$ cat src/rtl/debuger_wr_arbiter_pkg.sv
// -----------------------------------------------------------------------------
// debuger_wr_arbiter_pkg
// Shared definitions for the debug-peripheral write arbiter:
//   - debug peripheral register addresses (UART_TX, TIMER, COTRL, COTRL_COREMARK)
//   - arbiter FSM state encoding
//   - pointer width helper (at least one bit, even for a single requester)
// -----------------------------------------------------------------------------
package debuger_wr_arbiter_pkg;

    localparam logic [31:0] UART_TX_ADDR        = 32'h6000_0000;
    localparam logic [31:0] TIMER_ADDR          = 32'h6000_0004;
    localparam logic [31:0] COTRL_ADDR          = 32'h6000_0008;
    localparam logic [31:0] COTRL_COREMARK_ADDR = 32'h6000_000C;

    typedef enum logic [1:0] {
        ST_IDLE = 2'd0,
        ST_ADDR = 2'd1,
        ST_RESP = 2'd2
    } arb_state_e;

    function automatic int ptr_width(input int nr);
        return (nr > 1) ? $clog2(nr) : 1;
    endfunction

endpackage

$ cat src/rtl/debuger_wr_arbiter_rr_arb.sv
// -----------------------------------------------------------------------------
// debuger_wr_arbiter_rr_arb
// Purely combinational round-robin pick: grants the first set request bit at
// or after the pointer, wrapping from NR-1 back to 0.
// Ports:
//   req    in  NR   pending requests
//   ptr    in  PW   highest-priority requester index (must be < NR)
//   grant  out NR   one-hot grant (all zero when no request)
//   idx    out PW   binary index of the granted requester
//   any    out 1    at least one request pending
// -----------------------------------------------------------------------------
module debuger_wr_arbiter_rr_arb #(
    parameter int NR = 2,
    parameter int PW = 1
) (
    input  logic [NR-1:0] req,
    input  logic [PW-1:0] ptr,
    output logic [NR-1:0] grant,
    output logic [PW-1:0] idx,
    output logic          any
);

    logic [PW:0]   sum;
    logic [PW-1:0] cand;
    logic          found;

    // Explicit wrap keeps non-power-of-two NR correct: ptr+k is computed one
    // bit wider and folded back by subtracting NR once.
    always_comb begin
        grant = '0;
        idx   = '0;
        found = 1'b0;
        sum   = '0;
        cand  = '0;
        for (int k = 0; k < NR; k++) begin
            sum = {1'b0, ptr} + (PW+1)'(k);
            if (sum >= (PW+1)'(NR)) begin
                sum = sum - (PW+1)'(NR);
            end
            cand = sum[PW-1:0];
            if (!found && req[cand]) begin
                found       = 1'b1;
                grant[cand] = 1'b1;
                idx         = cand;
            end
        end
        any = found;
    end

endmodule

$ cat src/rtl/debuger_wr_arbiter.sv
// -----------------------------------------------------------------------------
// debuger_wr_arbiter
// Round-robin arbiter serialising single write requests from NR requesters
// onto one AXI-lite write port. One write outstanding at a time; AWID carries
// the granted requester index so BID can be checked against it.
//
// state   | meaning
// --------+--------------------------------------------------------------
// IDLE    | waiting for a request; grant, capture payload, pulse REQ_READY
// ADDR    | AW and W channels valid until each is individually accepted
// RESP    | M_BREADY high, waiting for the B response
//
// Ports:
//   CLK, RSTn                     clock, async active-low reset
//   REQ_VALID/ADDR/DATA  in       per-requester write requests (packed slices)
//   REQ_READY            out      one-hot pulse: request accepted (IDLE cycle)
//   REQ_DONE             out      one-hot pulse: B response received
//   ERR                  out      sticky BID mismatch / BRESP error flag
//   M_AW*, M_W*, M_B*             AXI-lite write master port
// -----------------------------------------------------------------------------
module debuger_wr_arbiter
    import debuger_wr_arbiter_pkg::*;
#(
    parameter int NR  = 2,
    parameter int IDW = 4,
    parameter int AW  = 32,
    parameter int DW  = 32
) (
    input  logic              CLK,
    input  logic              RSTn,
    input  logic [NR-1:0]     REQ_VALID,
    input  logic [NR*AW-1:0]  REQ_ADDR,
    input  logic [NR*DW-1:0]  REQ_DATA,
    output logic [NR-1:0]     REQ_READY,
    output logic [NR-1:0]     REQ_DONE,
    output logic              ERR,
    output logic [IDW-1:0]    M_AWID,
    output logic [AW-1:0]     M_AWADDR,
    output logic              M_AWVALID,
    input  logic              M_AWREADY,
    output logic [DW-1:0]     M_WDATA,
    output logic [DW/8-1:0]   M_WSTRB,
    output logic              M_WVALID,
    input  logic              M_WREADY,
    input  logic [IDW-1:0]    M_BID,
    input  logic [1:0]        M_BRESP,
    input  logic              M_BVALID,
    output logic              M_BREADY
);

    localparam int PW = ptr_width(NR);

    arb_state_e     state_q, state_d;
    logic [PW-1:0]  ptr_q, gidx_q, ptr_next;
    logic [PW-1:0]  arb_idx;
    logic [NR-1:0]  arb_grant, done_q;
    logic           arb_any;
    logic [AW-1:0]  addr_q, sel_addr;
    logic [DW-1:0]  data_q, sel_data;
    logic           awvalid_q, wvalid_q, err_q;
    logic           grant_now, aw_hs, w_hs, aw_ok, w_ok, b_hs;

    debuger_wr_arbiter_rr_arb #(
        .NR (NR),
        .PW (PW)
    ) u_rr_arb (
        .req   (REQ_VALID),
        .ptr   (ptr_q),
        .grant (arb_grant),
        .idx   (arb_idx),
        .any   (arb_any)
    );

    assign grant_now = (state_q == ST_IDLE) && arb_any;
    assign aw_hs     = awvalid_q && M_AWREADY;
    assign w_hs      = wvalid_q && M_WREADY;
    // A channel is finished when it was accepted earlier (valid already
    // dropped) or is being accepted in this cycle.
    assign aw_ok     = !awvalid_q || M_AWREADY;
    assign w_ok      = !wvalid_q || M_WREADY;
    assign b_hs      = (state_q == ST_RESP) && M_BVALID;
    assign ptr_next  = (gidx_q == PW'(NR-1)) ? '0 : gidx_q + 1'b1;

    always_comb begin
        sel_addr = '0;
        sel_data = '0;
        for (int i = 0; i < NR; i++) begin
            if (arb_grant[i]) begin
                sel_addr = REQ_ADDR[i*AW +: AW];
                sel_data = REQ_DATA[i*DW +: DW];
            end
        end
    end

    always_comb begin
        state_d = state_q;
        unique case (state_q)
            ST_IDLE: if (arb_any)        state_d = ST_ADDR;
            ST_ADDR: if (aw_ok && w_ok)  state_d = ST_RESP;
            ST_RESP: if (M_BVALID)       state_d = ST_IDLE;
            default:                     state_d = ST_IDLE;
        endcase
    end

    always_ff @(posedge CLK or negedge RSTn) begin
        if (!RSTn) begin
            state_q   <= ST_IDLE;
            ptr_q     <= '0;
            gidx_q    <= '0;
            addr_q    <= '0;
            data_q    <= '0;
            awvalid_q <= 1'b0;
            wvalid_q  <= 1'b0;
            done_q    <= '0;
            err_q     <= 1'b0;
        end else begin
            state_q <= state_d;
            done_q  <= '0;
            if (grant_now) begin
                gidx_q    <= arb_idx;
                addr_q    <= sel_addr;
                data_q    <= sel_data;
                awvalid_q <= 1'b1;
                wvalid_q  <= 1'b1;
            end
            if (state_q == ST_ADDR) begin
                if (aw_hs) awvalid_q <= 1'b0;
                if (w_hs)  wvalid_q  <= 1'b0;
            end
            if (b_hs) begin
                done_q[gidx_q] <= 1'b1;
                ptr_q          <= ptr_next;
                if ((M_BID != IDW'(gidx_q)) || (M_BRESP != 2'b00)) begin
                    err_q <= 1'b1;
                end
            end
        end
    end

    // REQ_READY is the live grant in IDLE so the requester sees acceptance in
    // the same cycle its payload is captured.
    assign REQ_READY = grant_now ? arb_grant : '0;
    assign REQ_DONE  = done_q;
    assign ERR       = err_q;
    assign M_AWID    = IDW'(gidx_q);
    assign M_AWADDR  = addr_q;
    assign M_AWVALID = awvalid_q;
    assign M_WDATA   = data_q;
    assign M_WSTRB   = '1;
    assign M_WVALID  = wvalid_q;
    assign M_BREADY  = (state_q == ST_RESP);

endmodule
$ cat config.mk
export PLATFORM = sky130hd
export DESIGN_NAME = debuger_wr_arbiter
export DESIGN_NICKNAME = d
export VERILOG_FILES = /design/src/rtl/debuger_wr_arbiter_pkg.sv /design/src/rtl/debuger_wr_arbiter_rr_arb.sv /design/src/rtl/debuger_wr_arbiter.sv
export SDC_FILE = /design/constraint.sdc
export NUM_CORES = 1
export LEC_CHECK = 0
export CAP_MARGIN = 10
export CORE_ASPECT_RATIO = 0.7
export CORE_UTILIZATION = 23
export CTS_CLUSTER_SIZE = 10
export DETAILED_ROUTE_END_ITERATION = 7
export DONT_BUFFER_PORTS = 1
export PLACE_DENSITY = 0.35
export REMOVE_ABC_BUFFERS = 1
export SYNTH_ARGS = -nofsm -noshare
export SYNTH_HDL_FRONTEND = slang
export SYNTH_SLANG_ARGS = --single-unit
$ cat constraint.sdc
create_clock -name CLK -period 3.45 [get_ports CLK]
set_clock_uncertainty 0.2 [all_clocks]
set_input_delay 0.69 -clock CLK [delete_from_list [all_inputs] [get_ports CLK]]
set_output_delay 0.69 -clock CLK [all_outputs]
set_load 0.02 [all_outputs]
---- After elaboration in Yosys (flattened, before gate mapping) ----
Index checks and enable logic that the tools add are counted.
cells by class
  add/subtract/negate cells ............... 4
  $mul .................................... 0
  div/mod/pow operators ................... 0
  $lt $le $gt $ge ......................... 8
  equality and inequality tests ........... 6
  shifts and indexed selects .............. 0
  mux-type cells .......................... 35
  bitwise logic cells ..................... 1
  reductions and logical operators ........ 19
operators by type and width
  cell                                                               count
  2-to-1 mux 32 bit                                                  4
  2-to-1 mux 1 bit                                                   20
  2-to-1 mux 2 bit                                                   7
  logical AND 1 bit                                                  9
  < comparator 1 x 2 -> 1 bit, second input constant                 3
  inequality test 2 bit, second input constant                       3
  one-hot mux 2 bit (3 select lines)                                 1
  inequality test 4 x 1 -> 1 bit                                     1
  demux 1 bit (select 1 bit)                                         3
  greater-or-equal comparator 1 bit, second input constant           3
  logical NOT 1 bit                                                  3
  logical OR 1 bit                                                   3
  AND reduction 3 bit                                                1
  adder 1 x 1 -> 2 bit, second input constant                        1
  == test 2 x 1 -> 1 bit, second input constant                      1
  == test 2 bit, second input constant                               1
  greater-or-equal comparator 1 x 2 -> 1 bit, second input constant  1
  greater-or-equal comparator 2 bit, second input constant           1
  logical NOT 2 bit                                                  1
  OR 2 bit                                                           1
  AND reduction 2 bit                                                1
  nonzero test 2 bit                                                 1
  subtractor 1 bit, second input constant                            2
  adder 1 bit, second input constant                                 1
word-level totals
  register bits ........................... 73
  bits in latches ......................... 0
  bits in writable memories ............... 0
  bits in read-only memories .............. 0
  bits of input ports ..................... 141
  output and inout bits ................... 80
  word-level logic and storage cells ...... 82
  memories kept ........................... 0

---- Logic depth before layout (Yosys ltp) ----
Gate-level depths: netlist of run 1.
  word-level depth ........................ 12
  gate-level depth with buffers ........... 5
  mapped depth without buffers ............ 3

---- Hierarchy ----
A second synthesis of run 1 with hierarchy kept.
unflattened totals
  cells, all modules ...................... 339
  area, all modules ....................... 3305.7 um2
modules (own cells, without submodules)
  module                     instances  cells an instance  area each (um2)  sequential area each (um2)
  debuger_wr_arbiter         1          334                3273.1           1826.8
  debuger_wr_arbiter_rr_arb  1          5                  32.5             0.0

---- Worst setup path after synthesis of run 1 ----
OpenSTA, ideal clock, no wires.
  kind .................................... in2out
  start ................................... input REQ_VALID[1]
  end ..................................... output REQ_READY[0]
  data arrival time ....................... 1296 ps
  required time ........................... 2560 ps
  slack ................................... 1264 ps
  cell stages on the path ................. 3
  path buffers ............................ 1
  cell sequence ........................... nand2_1 > and3_4 > clkbuf_1
on the way
  word-level cells in the longest chain between the ends .. 8
  elaborated cells on any way between the ends .. 13
  those cells by class .................... mux (9); bitwise (1); reduce/logical (3)
RTL lines
  item                                                 line                             RTL
  from (decl)                                          debuger_wr_arbiter.sv:31         input logic [NR-1:0] REQ_VALID,
  2-to-1 mux 1 bit (not written as such) (2 in a row)  debuger_wr_arbiter_rr_arb.sv:41  if (!found && req[cand]) begin
  2-to-1 mux 1 bit                                     debuger_wr_arbiter_rr_arb.sv:41
  logical NOT 1 bit                                    debuger_wr_arbiter_rr_arb.sv:41
  logical AND 1 bit                                    debuger_wr_arbiter_rr_arb.sv:41
  2-to-1 mux 1 bit                                     debuger_wr_arbiter_rr_arb.sv:41
  logical AND 1 bit                                    debuger_wr_arbiter.sv:74         assign grant_now = (state_q == ST_IDLE) && arb_any;
  2-to-1 mux 2 bit *                                   debuger_wr_arbiter.sv:142        assign REQ_READY = grant_now ? arb_grant : '0;
  to (decl)                                            debuger_wr_arbiter.sv:34         output logic [NR-1:0] REQ_READY,
Mark *: on every way between the ends. The rest lies on a longest branch, timed or not. The select of a mux whose other input is x is not followed.

---- Worst setup path in the final report of run 1 ----
  start ................................... register state_q[1]
  end ..................................... output REQ_READY[0]
on the way
  word-level cells in the longest chain between the ends .. 3
RTL lines
  item                    line                       RTL
  from (decl)             debuger_wr_arbiter.sv:53   arb_state_e state_q, state_d;
  from (signal assigned)  debuger_wr_arbiter.sv:117  state_q <= state_d;
  logical NOT 2 bit       debuger_wr_arbiter.sv:74
  logical AND 1 bit       debuger_wr_arbiter.sv:74
  2-to-1 mux 2 bit        debuger_wr_arbiter.sv:142
Every way passes these cells.

==> results of run 1 <==
## worst max-delay path, delay by kind of cell (launching register included)
| family | cells | cell delay [ns] |
|---|---|---|
| AND/OR/NAND/NOR | 2 | 0.77 |
| flip-flops | 1 | 0.40 |
## metal layers
layer | global-route usage [%] | routed length (µm)
met2 | 20.6 | 4620
met4 | 4.33 | 110
met5 | 0 | 0
met1 | 16.8 | 4370
met3 | 6.81 | 1080
## cell type report
cell class                      count  share of cell area, %
Clock inverter                      4                   2.00
Tap cell                          190                   6.24
Timing Repair Buffer                7                   2.23
Inverter                            4                  0.394
Sequential cell                    73                   47.9
Multi-Input combinational cell    163                   34.7
Clock buffer                       12                   6.47
## logic make-up (layout without fill, tap and decap cells)
family	after synthesis	after routing	share of synthesized area [%]
AO/OA/AOI/OAI	136	136	35.0
other	2	7	0.223
AND/OR/NAND/NOR	19	19	3.01
buffers and inverters	40	27	7.15
XOR/XNOR	1	1	0.261
flip-flops	73	73	54.3
## power by group through the flow
stage          combinational [mW]  clock (mW)  sequential, mW
6_report                     1.36        1.02            2.07
5_1_grt                      1.52        1.09            2.13
4_1_cts                      1.38        1.06            2.08
3_5_place_dp                 1.36           0            2.09
3_3_place_gp                 1.33           0            2.11
2_1_floorplan                1.05           0            1.97
## worst paths after layout
path | start | endpoint | slack (ns) | cells after the start
setup / recovery | state_q[1] | REQ_READY[0] | 1.01 | 2
max in group asynchronous | RSTn | M_WDATA[26] | 2.68 | 1
min in group CLK | M_BVALID | state_q[1] | 0.26 | 1
hold reg to reg | ptr_q | ptr_q | 0.33 | 2
setup reg to reg | state_q[1] | M_WDATA[26] | 1.40 | 4
hold / removal | RSTn | M_AWADDR[17] | 0.04 | 1
## sequential cells by signal, indices dropped and copies added, names as in the netlist
register	flops
M_AWADDR	32
ptr_q	1
ERR	1
REQ_DONE	2
M_WDATA	32
M_WVALID	1
M_AWVALID	1
gidx_q	1
state_q	2
## placed cells by master (no fill, tap or decap)
cell type / synthesis / final
o22a_1: 2 / 2
o21bai_1: 1 / 1
conb_1: 2 / 7
buf_4: 8 / 5
clkbuf_16: 0 / 9
clkinv_4: 0 / 1
o22ai_1: 2 / 2
nor3_1: 1 / 1
nor2_1: 5 / 4
o21a_1: 64 / 64
or4_1: 1 / 1
bufinv_16: 0 / 2
nor2b_1: 1 / 1
xor2_1: 1 / 1
buf_12: 0 / 1
and3_1: 2 / 1
and3_2: 0 / 1
dfrtp_1: 73 / 73
a31o_2: 1 / 1
nand2_1: 5 / 5
nor2_4: 0 / 1
clkbuf_8: 0 / 1
o21ai_0: 1 / 1
nand2b_1: 2 / 2
clkinvlp_4: 0 / 1
inv_1: 4 / 4
clkbuf_1: 10 / 2
a21oi_1: 1 / 1
a221o_1: 64 / 64
buf_16: 0 / 1
or2_4: 1 / 1
and3_4: 1 / 1
==> flow_summary.ini, run 1 <==
[clocking]
post_cts_buffers = 0
path_clk_slew_ns = 0.06
insertion_delay_ns = 0.33
cts-htree-levels = 3
cts_resized = 0
cts_buffer_depth = 2
numCtsBuffers = 9
root_buffer = clkbuf_16
cts_tree = yes
clock-sinks = 73
ctsHoldBuffers = 1

[timing]
slew_viol_final = 0
rsz0062_at_grt = no
whs_ns = 0.0442
slew-limit-headroom_pct = 43.7
max_freq_ghz = 0.409
hold_violations = 0
post-route-worst-setup-slack_ns = 1.01
fin_setup_tns_ns = 0
period_minus_slack_ns = 2.44
worst_slew_pin_slew_ns = 0.843
setup-violations-final = 0
period_share_pct = 70.8

[final_layout]
stdcell_count = 453
fillers = 1459
utilization_pct = 27.0
design_area_um2 = 3810
drive_gt1_share_pct = 9.89
multi_input_comb_area_um2 = 1320
n_antenna_cell = 0
syn2layout_area_growth_pct = 13.3
nNetsFinal = 399
ff_latch_area_um2 = 1830

[pwr]
switching_power_mw = 1.86
peakVddDrop_uv = 319
power_density_nw_per_um2 = 1170
combPwrFrac_pct = 30.6
internal-power_mw = 2.60
pwr-share-seq_pct = 46.5
p_total_mw = 4.46
leakagePower_nw = 1.57
power_frac_clock_pct = 22.9
sw_frac_of_total_pct = 41.7

[floorplanning]
dieArea_um2 = 15100
die_w_um = 147
num_rows = 36
start_util_pct = 23.8
coreArea_um2 = 14100
ios = 221
die_h_um = 103

[placed_design]
placed_cell_area_um2 = 3460
preCtsSetupSlack_ns = 1.20
dp_hpwl_um = 6550
place.gp.congestion = 0.707
port_buffers = 0
dp_cells = 436

[setup_path]
critPathRequiredTime_ns = 2.56
worstPathArrival_ns = 1.55
worstSetupPathType = flip-flop to output pin
worstPathCellList = nor2_1 > and3_4
cp-start-kind = flip-flop
cpPeakStageDelay_ns = 0.61
cpMaxStageDelayCell = and3_4
endpoint_kind = output pin
worst-path-max-fanout = 46

[synth]
synth_cell_types = 25
synth_area_leaders = dfrtp_1, a221o_1, o21a_1
synthTopCellsByCount = dfrtp_1, a221o_1, o21a_1, buf_2, clkbuf_1
async_reset_ff_share_pct = 100
ys_ff_latch = 73
synth-edff-count = 0
yosysMostFrequentCell = dfrtp_1
synthCells = 271
yosysTopAreaCell = dfrtp_1
synth_flop_cell = dfrtp_1
syn_area_um2 = 3360
yosysSeqAreaShare_pct = 54.3
syn_avg_cell_area_um2 = 12.4
yosys_warnings = 0
synth_top_area_share_pct = 54.3

[global_route]
grt_pass1_vias = 2479
antenna_found_initial = 0
grt_pass1_wl_um = 15200
grt_max_degree = 74
track_usage_pct = 13.5
overflow = 0

[drt]
vias = 2385
antenna_left = 0
drt_iter0_drc = 78
dr.pass1.iters = 4
routed_wl_um = 10200
drc = 0
wl_per_cell_um = 22.5
vias_per_cell = 5.26

[min_path]
min_path_type = input port to asynchronous set/reset pin

[flow_run]
drv_cap = 0

[status]
status = complete, no violations
(Power assumes the default switching activity.)
==> run 2: changes to the inputs <==
--- a/config.mk
+++ b/config.mk
@@ -11,7 +11,7 @@
 export CTS_CLUSTER_SIZE = 10
 export DETAILED_ROUTE_END_ITERATION = 7
 export DONT_BUFFER_PORTS = 1
-export PLACE_DENSITY = 0.35
+export PLACE_DENSITY = 0.36
 export REMOVE_ABC_BUFFERS = 1
 export SYNTH_ARGS = -nofsm -noshare
 export SYNTH_HDL_FRONTEND = slang
==> constraint.sdc (replaced) <==
create_clock -name CLK -period 2 [get_ports CLK]
set_clock_uncertainty 0.2 [all_clocks]
set_input_delay 0.4 -clock CLK [delete_from_list [all_inputs] [get_ports CLK]]
set_output_delay 0.4 -clock CLK [all_outputs]
set_load 0.02 [all_outputs]
==> flow_summary.ini, run 2 (synthesized netlist as in run 1, its figures left out) <==
[status]
status = finished with violations
violations = negative hold slack

[timing]
period_minus_slack_ns = 1.91
max_freq_ghz = 0.523
slew_viol_final = 0
period_share_pct = 95.5
rsz0062_at_grt = yes
fin_setup_tns_ns = 0
whs_ns = -0.435
hold_violations = 73
setup-violations-final = 0

[pwr]
leakagePower_nw = 1.85
power_density_nw_per_um2 = 1810
peakVddDrop_uv = 602

[clocking]
clock-sinks = 73
insertion_delay_ns = 0.33
ctsHoldBuffers = 51
cts-htree-levels = 3
path_clk_slew_ns = 0.06
cts_buffer_depth = 2
numCtsBuffers = 9
root_buffer = clkbuf_16
cts_tree = yes

[setup_path]
cpMaxStageDelayCell = dfrtp_1
cpPeakStageDelay_ns = 0.40
worstSetupPathType = flip-flop to output pin
endpoint_kind = output pin
regToRegSetupSlack_ns = 0.19
cp_top_family = flip-flops
r2r_start = ptr_q
ff2ff_path_depth = 5
critPathRequiredTime_ns = 1.40
r2r-end = M_WDATA[5]
worst-path-buf-inv = 1
worstPathArrival_ns = 1.31
cp-start-kind = flip-flop
worst-path-max-fanout = 22
worstPathCellList = nor2_2 > and3_4 > buf_16

[drt]
antenna_left = 0
drt_iter0_drc = 77
drc = 0
vias_per_cell = 5.12
vias = 2617
wl_per_cell_um = 21.1
routed_wl_um = 10800
dr.pass1.iters = 4

[placed_design]
dp_hpwl_um = 6260
place.gp.congestion = 0.688
dp_cells = 439
port_buffers = 0
placed_cell_area_um2 = 3520

[final_layout]
utilization_pct = 31.7
stdcell_count = 511
n_antenna_cell = 0
nNetsFinal = 457
layout.cells.most_common_list = dfrtp_1, o21a_1, a221o_1, dlygate4sd3_1, clkbuf_16
drive_gt1_share_pct = 10.9
syn2layout_area_growth_pct = 33.0
design_area_um2 = 4470
layout_commonest_cell = dfrtp_1

[floorplanning]
num_rows = 36
dieArea_um2 = 15100
start_util_pct = 23.8
coreArea_um2 = 14100
die_h_um = 103
ios = 221
die_w_um = 147

[flow_run]
drv_cap = 0

[global_route]
grt_pass1_vias = 2612
antenna_found_initial = 0
overflow = 0
track_usage_pct = 13.1
grt_max_degree = 74
grt_pass1_wl_um = 14700

[min_path]
min_path_type = input port to asynchronous set/reset pin
==> run 2: cell count changes in the layout (fill, tap and decap cells not counted), moves of 2 or more <==
cell	change
clkbuf_16	+2
dlygate4sd3_1	+51
buf_12	+2
buf_4	+2
==> run 2: per-layer routing <==
metal | global-route usage, % | share of wire (%) | vias to the layer above
li1 | - | - | 1144
met1 | 15.9 | 44 | 1312
met2 | 20.8 | 46 | 152
met3 | 5.80 | 8.5 | 9
met4 | 4.57 | 0.91 | 0
met5 | 0 | 0 | -
==> run 2: through the flow <==
stage | total power [mW] | setup WS, ns
2_1_floorplan | 5.21 | -1.33
3_3_place_gp | 6.00 | 0.312
4_1_cts | 8.07 | 0.00652
6_report | 8.10 | 0.0891
3_5_place_dp | 6.05 | 0.284
5_1_grt | 8.56 | 0.000255
==> run 2: worst max path at each step <==
stage,to,cells after the start,from
after CTS,REQ_READY[0],3,state_q[1]
after floorplan,state_q[0],3,REQ_VALID[0]
after global placement,M_WDATA[4],4,state_q[1]
final,REQ_READY[0],3,state_q[1]
after global routing,REQ_READY[0],3,state_q[1]
after detailed placement,M_WDATA[10],4,state_q[1]
==> run 2: repair_timing <==
item,in CTS,in global routing
hold endpoints to repair,102,73
cloned,1,2
endpoints found under the setup margin,2,2
resized for setup,2,1
buffers inserted,0,2
pin swaps,0,2
==> run 2: final cells by class <==
type                       count  area (µm²)
fill                        1417        9630
inverter                       4        15.0
sequential                    73        1830
multi-input combinational    163        1330
clock buffer                  12         256
tap                          190         238
timing repair buffer          65         733
clock inverter                 4        75.1
==> run 2: report_power, final <==
group / switching [mW] / internal, mW
clock network: 0.624 / 1.16
logic: 1.27 / 1.48
registers: 1.38 / 2.18
total: 3.27 / 4.83
==> run 2: worst register-to-register path, cell delays in order, from the launching register on <==
cell and delay (ns):
dfrtp_1 0.39, nand2b_1 0.15, and3_4 0.19, buf_4 0.15, bufbuf_16 0.30, a221o_1 0.31
==> run 3: changes to the inputs <==
--- a/config.mk
+++ b/config.mk
@@ -5,6 +5,7 @@
 export SDC_FILE = /design/constraint.sdc
 export NUM_CORES = 1
 export LEC_CHECK = 0
+export ABC_AREA = 1
 export CAP_MARGIN = 10
 export CORE_ASPECT_RATIO = 0.7
 export CORE_UTILIZATION = 23
@@ -13,6 +14,7 @@
 export DONT_BUFFER_PORTS = 1
 export PLACE_DENSITY = 0.36
 export REMOVE_ABC_BUFFERS = 1
+export SKIP_LAST_GASP = 1
 export SYNTH_ARGS = -nofsm -noshare
 export SYNTH_HDL_FRONTEND = slang
 export SYNTH_SLANG_ARGS = --single-unit
==> flow_summary.ini, run 3 <==
[final_layout]
design_area_um2 = 3960
syn2layout_area_growth_pct = 12.1
drive_gt1_share_pct = 8.87
layout_commonest_cell = nand3_1
multi_input_comb_area_um2 = 1410
layout.cells.most_common_list = nand3_1, nand2_1, dfrtp_1, buf_4, inv_1
n_antenna_cell = 0
stdcell_count = 612
fillers = 1628
utilization_pct = 26.6
nNetsFinal = 554
ff_latch_area_um2 = 1830

[synth]
syn_area_um2 = 3530
yosys_warnings = 0
synth_area_leaders = dfrtp_1, nand3_1, nand2_1
synth_cell_types = 15
yosysSeqAreaShare_pct = 51.8
synthCells = 426
synth_flop_cell = dfrtp_1
synthTopCellsByCount = nand3_1, nand2_1, dfrtp_1, buf_2, buf_4
yosysTopAreaCell = dfrtp_1
async_reset_ff_share_pct = 100
yosysMostFrequentCell = nand3_1
synth-edff-count = 0
ys_ff_latch = 73
syn_avg_cell_area_um2 = 8.28
synth_top_area_share_pct = 51.8

[setup_path]
critPathRequiredTime_ns = 1.40
cpMaxStageDelayCell = dfrtp_1
cp_top_family = flip-flops
path_common_cell = inv_2
r2r-end = M_AWADDR[1]
worstPathArrival_ns = 1.31
cp-start-kind = flip-flop
worstPathCellList = inv_2 > nand2_4 > nor2_4 > inv_2 > nor2_1 > buf_4
cpPeakStageDelay_ns = 0.41
ff2ff_path_depth = 7
worst-path-buf-inv = 3
regToRegSetupSlack_ns = 0.28
endpoint_kind = output pin
worst-path-max-fanout = 4
r2r_start = state_q[0]
worstSetupPathType = flip-flop to output pin

[drt]
dr.pass1.iters = 6
routed_wl_um = 10500
wl_per_cell_um = 17.2
vias_per_cell = 4.95
drt_iter0_drc = 153
drc = 0
antenna_left = 0
vias = 3030

[clocking]
cts_buffer_depth = 2
numCtsBuffers = 9
path_clk_slew_ns = 0.06
cts_tree = yes
clock-sinks = 73
cts-htree-levels = 3
root_buffer = clkbuf_16
insertion_delay_ns = 0.32

[floorplanning]
die_w_um = 150
dieArea_um2 = 15800
die_h_um = 106
num_rows = 37
coreArea_um2 = 14900
ios = 221
start_util_pct = 23.7

[placed_design]
dp_hpwl_um = 7210
place.gp.congestion = 0.728
placed_cell_area_um2 = 3630
preCtsSetupSlack_ns = 0.397
dp_cells = 595
port_buffers = 0

[timing]
post-route-worst-setup-slack_ns = 0.0859
hold_violations = 73
period_share_pct = 95.7
whs_ns = -0.438
slew_viol_final = 0
setup-violations-final = 0
rsz0062_at_grt = no
max_freq_ghz = 0.522
period_minus_slack_ns = 1.91

[min_path]
min_path_type = input port to asynchronous set/reset pin

[pwr]
leakagePower_nw = 1.82
peakVddDrop_uv = 497
p_total_mw = 7.13
power_density_nw_per_um2 = 1800

[global_route]
track_usage_pct = 13.2
grt_pass1_wl_um = 15900
grt_max_degree = 74
grt_pass1_vias = 2868
overflow = 0
antenna_found_initial = 0

[status]
violations = negative hold slack
status = finished with violations

[flow_run]
drv_cap = 0
run 3: cell types whose count changed in the layout (fill, tap and decap cells not counted), moves of 7 or more:
cell / before / now
inv_1: 4 / 11
a221o_1: 64 / 0
dlygate4sd3_1: 51 / 0
nand2_1: 5 / 80
o21a_1: 64 / 0
nand3_1: 0 / 194
run 3: repair_timing:
item,CTS,global route
resized for setup,0,1
buffers inserted,0,2
endpoints found under the hold margin,73,73
setup endpoints to repair,0,2
run 3: worst max-delay path by stage:
stage	from	to	slack (ns)	cells after the start
floorplan	REQ_VALID[0]	REQ_READY[1]	-1.42	5
global placement	state_q[0]	M_AWADDR[1]	0.41	6
detailed placement	state_q[0]	M_AWADDR[1]	0.40	6
CTS	state_q[0]	REQ_READY[1]	0.07	5
global route	state_q[0]	REQ_READY[0]	0.0007	6
finish	state_q[0]	REQ_READY[0]	0.09	6
run 3: per-layer routing:
metal	part of all wire [%]	track usage, %	vias up
met1	43	16.7	1459
li1	-	-	1397
met2	44	20.1	166
met3	13	6.32	8
met5	0	0	-
met4	0.94	3.46	0
run 3: power breakdown:
group,internal [mW],switching (mW),total (mW)
Clock,1.03,0.621,1.65
Combinational,0.688,1.33,2.01
Sequential,2.15,1.32,3.47
run 3: final cells by class:
type | count | area share [%]
Clock buffer | 11 | 6.39
Sequential cell | 73 | 46.2
Clock inverter | 4 | 1.33
Multi-Input combinational cell | 301 | 35.7
Inverter | 15 | 1.42
Tap cell | 195 | 6.17
Timing Repair Buffer | 13 | 2.78
run 3: cells by family (layout without fill, tap and decap cells):
kind of cell | after synthesis | in the layout | synth area share (%)
flops | 73 | 73 | 51.8
compound gates | 7 | 7 | 0.993
simple gates | 287 | 287 | 37.9
other cells | 2 | 7 | 0.213
buf+inv | 57 | 43 | 9.11
run 3: per-stage QoR:
step,TNS (ns),hold slack [ns]
floorplan,-67.08,-0.0956
global placement,0,-0.0940
detailed placement,0,-0.0941
CTS,0,-0.458
global route,0,-0.466
finish,0,-0.438
